`src/rtl/led_pkg.sv`:
```
// Shared definitions for the LED/A1 pattern arbiter: FSM state encoding,
// default geometry and the idle heartbeat decode.
package led_pkg;

   typedef enum logic [1:0] {
      ST_IDLE = 2'd0,
      ST_LOAD = 2'd1,
      ST_PLAY = 2'd2,
      ST_GAP  = 2'd3
   } led_state_t;

   localparam int LED_PAT_W            = 32;
   localparam int LED_REP_W            = 4;
   localparam int LED_STEP_DIV_DEFAULT = 2097152;
   localparam int LED_HB_W             = 24;

   // Heartbeat is lit for the first eighth of each 2^24-cycle period.
   function automatic logic led_hb_on(input logic [LED_HB_W-1:0] cnt);
      return (cnt[LED_HB_W-1 -: 3] == 3'b000);
   endfunction

endpackage

```
`src/rtl/led_pattern_arbiter_if.sv`:
```
// Request/handshake bundle between the status sources (master) and the
// LED pattern arbiter (slave).
interface led_pattern_arbiter_if
   import led_pkg::*;
#(
   parameter int NUM_REQ = 4,
   parameter int PAT_W   = LED_PAT_W,
   parameter int REP_W   = LED_REP_W
) ();
   localparam int GID_W = $clog2(NUM_REQ);

   logic [NUM_REQ-1:0]       req_valid;
   logic [NUM_REQ*PAT_W-1:0] req_pattern;
   logic [NUM_REQ*REP_W-1:0] req_repeat;
   logic [NUM_REQ-1:0]       req_ready;
   logic [NUM_REQ-1:0]       done;
   logic                     busy;
   logic [GID_W-1:0]         grant_id;

   modport master (
      output req_valid, req_pattern, req_repeat,
      input  req_ready, done, busy, grant_id
   );

   modport slave (
      input  req_valid, req_pattern, req_repeat,
      output req_ready, done, busy, grant_id
   );
endinterface

```
`src/rtl/rr_arbiter.sv`:
```
// Combinational round-robin pick: first requester found scanning upward from
// last+1 with wrap-around. Usable by any shared-pin controller.
module rr_arbiter #(
   parameter  int N = 4,
   localparam int W = $clog2(N)
) (
   input  logic [N-1:0] req,
   input  logic [W-1:0] last,
   output logic         any,
   output logic [W-1:0] gnt_id
);

   // Scan N candidates starting after the previous winner.
   always_comb begin : scan
      logic [W-1:0] cand;
      any    = 1'b0;
      gnt_id = {W{1'b0}};
      cand   = {W{1'b0}};
      for (int i = 1; i <= N; i++) begin
         cand   = W'((int'(last) + i) % N);
         gnt_id = (req[cand] && !any) ? cand : gnt_id;
         any    = any | req[cand];
      end
   end

endmodule

```
`src/rtl/led_pattern_arbiter.sv`:
```
// Round-robin owner of the user LED and its A1 mirror: plays a granted blink
// pattern N times, then a one-step gap and a done pulse.
// Optional idle heartbeat enabled by defining LED_IDLE_HEARTBEAT_EN.
module led_pattern_arbiter
   import led_pkg::*;
#(
   parameter int NUM_REQ  = 4,
   parameter int PAT_W    = LED_PAT_W,
   parameter int REP_W    = LED_REP_W,
   parameter int STEP_DIV = LED_STEP_DIV_DEFAULT
) (
   input  logic                 CLK,
   input  logic                 RST,
   led_pattern_arbiter_if.slave bus,
   output logic                 LED,
   output logic                 A1
);
   localparam int GID_W = $clog2(NUM_REQ);
   localparam int PS_W  = $clog2(STEP_DIV);
   localparam int BI_W  = $clog2(PAT_W);

   localparam logic [PS_W-1:0]    PS_LAST  = PS_W'(STEP_DIV - 1);
   localparam logic [PS_W-1:0]    PS_ONE   = PS_W'(1'b1);
   localparam logic [BI_W-1:0]    BI_LAST  = BI_W'(PAT_W - 1);
   localparam logic [BI_W-1:0]    BI_ONE   = BI_W'(1'b1);
   localparam logic [REP_W-1:0]   REP_ONE  = REP_W'(1'b1);
   localparam logic [GID_W-1:0]   GID_LAST = GID_W'(NUM_REQ - 1);
   localparam logic [NUM_REQ-1:0] ONE_REQ  = NUM_REQ'(1'b1);

   led_state_t         state_r, state_n;
   logic [PS_W-1:0]    ps_r, ps_n;
   logic [BI_W-1:0]    bi_r, bi_n;
   logic [REP_W-1:0]   rep_r, rep_n;
   logic [PAT_W-1:0]   pat_r, pat_n;
   logic [GID_W-1:0]   gid_r, gid_n;
   logic [GID_W-1:0]   last_r, last_n;
   logic [NUM_REQ-1:0] ready_r, ready_n;
   logic [NUM_REQ-1:0] done_r, done_n;
   logic               busy_r, busy_n;
   logic               led_r, a1_r, led_n;
   logic               any_s, hb_s, tick_s;
   logic [GID_W-1:0]   win_s;
   logic [PAT_W-1:0]   pat_slot_s [NUM_REQ];
   logic [REP_W-1:0]   rep_slot_s [NUM_REQ];

   for (genvar i = 0; i < NUM_REQ; i++) begin : g_slot
      assign pat_slot_s[i] = bus.req_pattern[i*PAT_W +: PAT_W];
      assign rep_slot_s[i] = bus.req_repeat[i*REP_W +: REP_W];
   end

   rr_arbiter #(.N(NUM_REQ)) u_rr (
      .req    (bus.req_valid),
      .last   (last_r),
      .any    (any_s),
      .gnt_id (win_s)
   );

`ifdef LED_IDLE_HEARTBEAT_EN
   logic [LED_HB_W-1:0] hb_cnt_r;

   // Free-running heartbeat timebase.
   always_ff @(posedge CLK or posedge RST) begin
      if (RST) begin
         hb_cnt_r <= {LED_HB_W{1'b0}};
      end else begin
         hb_cnt_r <= hb_cnt_r + LED_HB_W'(1'b1);
      end
   end

   assign hb_s = led_hb_on(hb_cnt_r);
`else
   assign hb_s = 1'b0;
`endif

   assign tick_s = (ps_r == PS_LAST);

   // Next-state and next-output decode for the arbitration/playback FSM.
   always_comb begin
      state_n = state_r;
      ps_n    = ps_r;
      bi_n    = bi_r;
      rep_n   = rep_r;
      pat_n   = pat_r;
      gid_n   = gid_r;
      last_n  = last_r;
      ready_n = {NUM_REQ{1'b0}};
      done_n  = {NUM_REQ{1'b0}};
      led_n   = 1'b0;
      case (state_r)
         ST_IDLE: begin
            led_n = hb_s;
            if (any_s) begin
               state_n = ST_LOAD;
               gid_n   = win_s;
            end else begin
               state_n = ST_IDLE;
            end
         end
         ST_LOAD: begin
            // A requester that gave up before its ready pulse is simply dropped.
            if (bus.req_valid[gid_r]) begin
               ready_n = ONE_REQ << gid_r;
               pat_n   = pat_slot_s[gid_r];
               rep_n   = rep_slot_s[gid_r];
               last_n  = gid_r;
               ps_n    = {PS_W{1'b0}};
               bi_n    = {BI_W{1'b0}};
               led_n   = pat_slot_s[gid_r][0];
               state_n = ST_PLAY;
            end else begin
               state_n = ST_IDLE;
            end
         end
         ST_PLAY: begin
            if (tick_s) begin
               ps_n = {PS_W{1'b0}};
               if (bi_r == BI_LAST) begin
                  bi_n = {BI_W{1'b0}};
                  if (rep_r > REP_ONE) begin
                     rep_n = rep_r - REP_ONE;
                     led_n = pat_r[0];
                  end else if (rep_r == REP_ONE) begin
                     state_n = ST_GAP;
                  end else if (bus.req_valid[gid_r]) begin
                     led_n = pat_r[0];
                  end else begin
                     state_n = ST_GAP;
                  end
               end else begin
                  bi_n  = bi_r + BI_ONE;
                  led_n = pat_r[bi_n];
               end
            end else begin
               ps_n  = ps_r + PS_ONE;
               led_n = pat_r[bi_r];
            end
         end
         ST_GAP: begin
            if (tick_s) begin
               ps_n    = {PS_W{1'b0}};
               done_n  = ONE_REQ << gid_r;
               state_n = ST_IDLE;
            end else begin
               ps_n = ps_r + PS_ONE;
            end
         end
         default: begin
            state_n = ST_IDLE;
         end
      endcase
      busy_n = (state_n != ST_IDLE);
   end

   // State and registered-output update; async reset aborts any playback silently.
   always_ff @(posedge CLK or posedge RST) begin
      if (RST) begin
         state_r <= ST_IDLE;
         ps_r    <= {PS_W{1'b0}};
         bi_r    <= {BI_W{1'b0}};
         rep_r   <= {REP_W{1'b0}};
         pat_r   <= {PAT_W{1'b0}};
         gid_r   <= {GID_W{1'b0}};
         last_r  <= GID_LAST;
         ready_r <= {NUM_REQ{1'b0}};
         done_r  <= {NUM_REQ{1'b0}};
         busy_r  <= 1'b0;
         led_r   <= 1'b0;
         a1_r    <= 1'b0;
      end else begin
         state_r <= state_n;
         ps_r    <= ps_n;
         bi_r    <= bi_n;
         rep_r   <= rep_n;
         pat_r   <= pat_n;
         gid_r   <= gid_n;
         last_r  <= last_n;
         ready_r <= ready_n;
         done_r  <= done_n;
         busy_r  <= busy_n;
         led_r   <= led_n;
         a1_r    <= led_n;
      end
   end

   assign bus.req_ready = ready_r;
   assign bus.done      = done_r;
   assign bus.busy      = busy_r;
   assign bus.grant_id  = gid_r;
   assign LED           = led_r;
   assign A1            = a1_r;

endmodule

```
`src/flat_wrapper.sv`:
```
// flat-port wrapper written by rule: the top's interface ports become plain ports
module led_pattern_arbiter_flat import led_pkg::*;
#(
   parameter int NUM_REQ  = 4,
   parameter int PAT_W    = LED_PAT_W,
   parameter int REP_W    = LED_REP_W,
   parameter int STEP_DIV = LED_STEP_DIV_DEFAULT
)
  (CLK, RST, LED, A1, bus_req_valid, bus_req_pattern, bus_req_repeat, bus_req_ready, bus_done, bus_busy, bus_grant_id);
  led_pattern_arbiter_if #(.NUM_REQ(NUM_REQ), .PAT_W(PAT_W), .REP_W(REP_W)) bus_i ();
  input  logic CLK;
  input  logic RST;
  output logic LED;
  output logic A1;
  input wire logic [$bits(bus_i.req_valid)-1:0] bus_req_valid;
  input wire logic [$bits(bus_i.req_pattern)-1:0] bus_req_pattern;
  input wire logic [$bits(bus_i.req_repeat)-1:0] bus_req_repeat;
  output wire logic [$bits(bus_i.req_ready)-1:0] bus_req_ready;
  output wire logic [$bits(bus_i.done)-1:0] bus_done;
  output wire logic [$bits(bus_i.busy)-1:0] bus_busy;
  output wire logic [$bits(bus_i.grant_id)-1:0] bus_grant_id;
  assign bus_i.req_valid = bus_req_valid;
  assign bus_i.req_pattern = bus_req_pattern;
  assign bus_i.req_repeat = bus_req_repeat;
  assign bus_req_ready = bus_i.req_ready;
  assign bus_done = bus_i.done;
  assign bus_busy = bus_i.busy;
  assign bus_grant_id = bus_i.grant_id;
  led_pattern_arbiter #(.NUM_REQ(NUM_REQ), .PAT_W(PAT_W), .REP_W(REP_W), .STEP_DIV(STEP_DIV)) u_core (.CLK(CLK), .RST(RST), .bus(bus_i), .LED(LED), .A1(A1));
endmodule
```
`config.mk`:
```
export PLATFORM = sky130hd
export DESIGN_NAME = led_pattern_arbiter_flat
export DESIGN_NICKNAME = d
export VERILOG_FILES = /design/src/rtl/led_pkg.sv /design/src/rtl/led_pattern_arbiter_if.sv /design/src/rtl/rr_arbiter.sv /design/src/rtl/led_pattern_arbiter.sv /design/src/flat_wrapper.sv
export SDC_FILE = /design/constraint.sdc
export NUM_CORES = 1
export LEC_CHECK = 0
export ABC_AREA = 1
export CAP_MARGIN = 20
export CELL_PAD_IN_SITES_DETAIL_PLACEMENT = 1
export CELL_PAD_IN_SITES_GLOBAL_PLACEMENT = 1
export CORE_MARGIN = 2
export CORE_UTILIZATION = 33
export DETAILED_ROUTE_END_ITERATION = 10
export PLACE_DENSITY = 0.84
export SYNTH_ARGS = -nofsm -noshare
export SYNTH_HDL_FRONTEND = slang
export SYNTH_SLANG_ARGS = --single-unit
```
`constraint.sdc`:
```
create_clock -name CLK -period 3 [get_ports CLK]
set_input_delay 0.6 -clock CLK [delete_from_list [all_inputs] [get_ports CLK]]
set_output_delay 0.6 -clock CLK [all_outputs]
set_load 0.02 [all_outputs]
```
==> out/metrics.csv <==
metric,value,unit
status,"complete, no violations",
setup bufs post-CTS,0,
Final Hold Vio Count,0,
final setup violating endpoints,0,
cts repair resizes,0,
via count,5603,
worst skew pair latency,350,ps
initial DRC count,231,
number of synthesized flops with an enable pin,0,
Comb pwr share,0.537,
post-synth top area cell,dfrtp_1,
# nets final,1058,
hold buffers post-CTS,0,
Clock Tree Buf Depth,2,
routed len/inst,15.8,um
global-route wire length before repair,29.1,mm
YS warnings,0,
CP arrival,2660,ps
clock share of power,0.190,
dominant cells by area after synthesis,"dfrtp_1 37%, nand2_1 17%, nor2_1 6.9%",
Synth Register Bits,78,
Worst Hold Class,reg -> reg,
"Reg clk slew, reported paths",60,ps
Post-Synthesis Cells,748,
CTS buffer count,9,
Die Ht,129,um
Pins Over Slew Limit,0,
# rows,45,
CP max FO,13,
NetSw,2910,uW
Sink Count,78,
ys flop type,dfrtp_1,
CP Capture Type,register,
Static Leak,0.00313,uW
Synth top cells by count,"230 x nand2_1, 95 x nor2_1, 76 x dfrtp_1",
H-tree depth,3,
Final period util,0.791,
Cell Pwr Density,855,mW/mm^2
# fillers,1956,
Die Wd,129,um
Int Pwr,3390,uW
first-pass iteration count of the detailed router,4,
Setup TNS,0,ps
antenna-violating nets left,0,
Remaining DRCs,0,
CTS Root Cell,clkbuf_16,
n_diodes,0,
GRT Total Usage,0.217,
kind of critical path,in -> reg,
DP Wirelength,12.9,mm
Post-Syn Area per Cell,6.95,um^2
unrepaired setup endpoints after global routing,false,
data required time of the worst path,3280,ps
Worst Skew,5.55,ps
Synth top area share,0.366,
Starting Density,0.339,
routed vias/inst,5.03,
worst hold slack,478,ps
max_slew headroom,0.648,
R2R setup slack,630,ps
Seq pwr share,0.273,
most frequent cell after synthesis,nand2_1,
Core ar.,0.0153,mm^2
Peak Freq,422,MHz
initial antenna violation count,0,
Syn-to-layout area delta,41.8,%
Ports,163,
die area,0.0168,mm^2
Max-Cap Viols,0,
vias in the first global route,5815,
total wire length,17.7,mm
TritonCTS clock tree,built,
grt ovf,0,
"Seq/Total Area, Yosys",0.376,
Unique masters post-synth,34,
sw frac,0.462,
final RePlAce weighted congestion,0.873,
Least-Margin Pin Slew,528,ps
CP Launch Type,input port,
largest net degree at the start of global routing,65,
Netlist Area Pre-Place,0.00520,mm^2
worst vdd ir,514,uV
fin crit period,2370,ps
async set-reset flop share out of synthesis,1.00,
# port buffers,162,
share of post-route cells with drive strength above 1,0.0576,
syn nets,908,
routing by layer:
layer	vias to the layer above	global-route usage	share of wire
met1	2669	0.295	0.46
met4	0	0.0708	0.020
li1	2774	-	-
met2	140	0.358	0.47
met3	20	0.0306	0.053
met5	-	0	0
worst max-delay path, stage by stage:
cell and delay [ps]:
clkdlybuf4s50_1 460, nand2_2 110, nand4_2 140, nand2_2 190, nand2_4 150, nand2_1 310, clkinv_1 350, a21oi_1 210
o21a_1 130
registers in the layout, summed over array words and instances (netlist names):
name	cells
u_core.bus.req_ready	4
u_core.LED	1
u_core.bus.grant_id	2
u_core.rep_r	4
u_core.bus.done	4
u_core.state_r	2
u_core.last_r	2
u_core.bi_r	5
u_core.pat_r	32
u_core.ps_r	21
u_core.bus.busy	1
stage by stage:
stage	cells	cell area [um^2]	setup WS, ps	utilization	power (uW)
after floorplan	748	5200	408	-	4030
after global placement	1098	7040	323	0.460	5010
after detailed placement	1098	7040	251	0.460	5110
after CTS	1114	7370	602	0.481	6360
after global routing	1114	7370	267	0.481	6890
final	1114	7370	628	0.481	6300
logic make-up (layout without fill, tap and decap cells):
logic type | count (synthesis) | in the layout | share of synthesized area
adders and majority gates | 10 | 10 | 0.0241
and+or+nand+nor | 415 | 415 | 0.331
buffers and inverters | 105 | 260 | 0.0848
AOI/OAI and AO/OA | 128 | 128 | 0.164
DFF | 78 | 78 | 0.376
xor gates and xnor gates | 12 | 12 | 0.0202
cell type report:
class                      count  area [um^2]  share of cell area
tap                          211          264              0.0358
inverter                      69          263              0.0357
timing repair buffer         175         1740               0.237
clock inverter                 7         98.8              0.0134
clock buffer                   9          225              0.0306
multi-input combinational    565         2820               0.382
sequential                    78         1950               0.265
path summary, 6_finish.rpt:
| path | start | end | depth (start not counted) |
|---|---|---|---|
| max in group asynchronous | RST | u_core.pat_r[18]$_DFFE_PP0P_ | 3 |
| min reg2reg | u_core.ps_r[3]$_DFFE_PP0P_ | u_core.ps_r[3]$_DFFE_PP0P_ | 1 |
| max | bus_req_valid[2] | u_core.ps_r[11]$_DFFE_PP0P_ | 9 |
| max reg2reg | u_core.bus.grant_id[1]$_DFFE_PP0P_ | u_core.ps_r[11]$_DFFE_PP0P_ | 10 |
| min | u_core.ps_r[3]$_DFFE_PP0P_ | u_core.ps_r[3]$_DFFE_PP0P_ | 1 |
| min in group asynchronous | RST | u_core.pat_r[29]$_DFFE_PP0P_ | 2 |
power by group through the flow:
stage,Combinational (uW),Sequential (uW),Clock (uW)
2_1_floorplan,2400,1640,0
3_3_place_gp,3290,1720,0
3_5_place_dp,3380,1730,0
4_1_cts,3430,1720,1210
5_1_grt,3870,1770,1250
6_report,3380,1720,1200
cell usage in the layout, fill, tap and decap left out, types with 2 or more instances in the layout:
cell type,netlist,routed
nand2_1,230,230
clkdlybuf4s50_1,0,162
nor2_1,95,95
dfrtp_1,76,76
inv_1,63,62
nand3_1,59,59
a22oi_1,33,33
o21ai_0,32,32
a41oi_1,31,31
a21oi_1,22,22
buf_4,4,11
ha_1,10,10
nor3_1,9,9
clkbuf_16,0,9
xor2_1,8,8
nand4_1,6,6
o21ai_1,5,5
inv_2,4,4
nand2_2,4,4
xnor2_1,4,4
nor2_4,0,3
nor3_2,3,3
nor2_2,6,3
clkinv_4,0,3
o21a_1,2,2
clkinv_2,0,2
bufinv_16,0,2
buf_12,0,2
dfstp_2,2,2
Note: power is estimated with default switching activity, not from simulation.
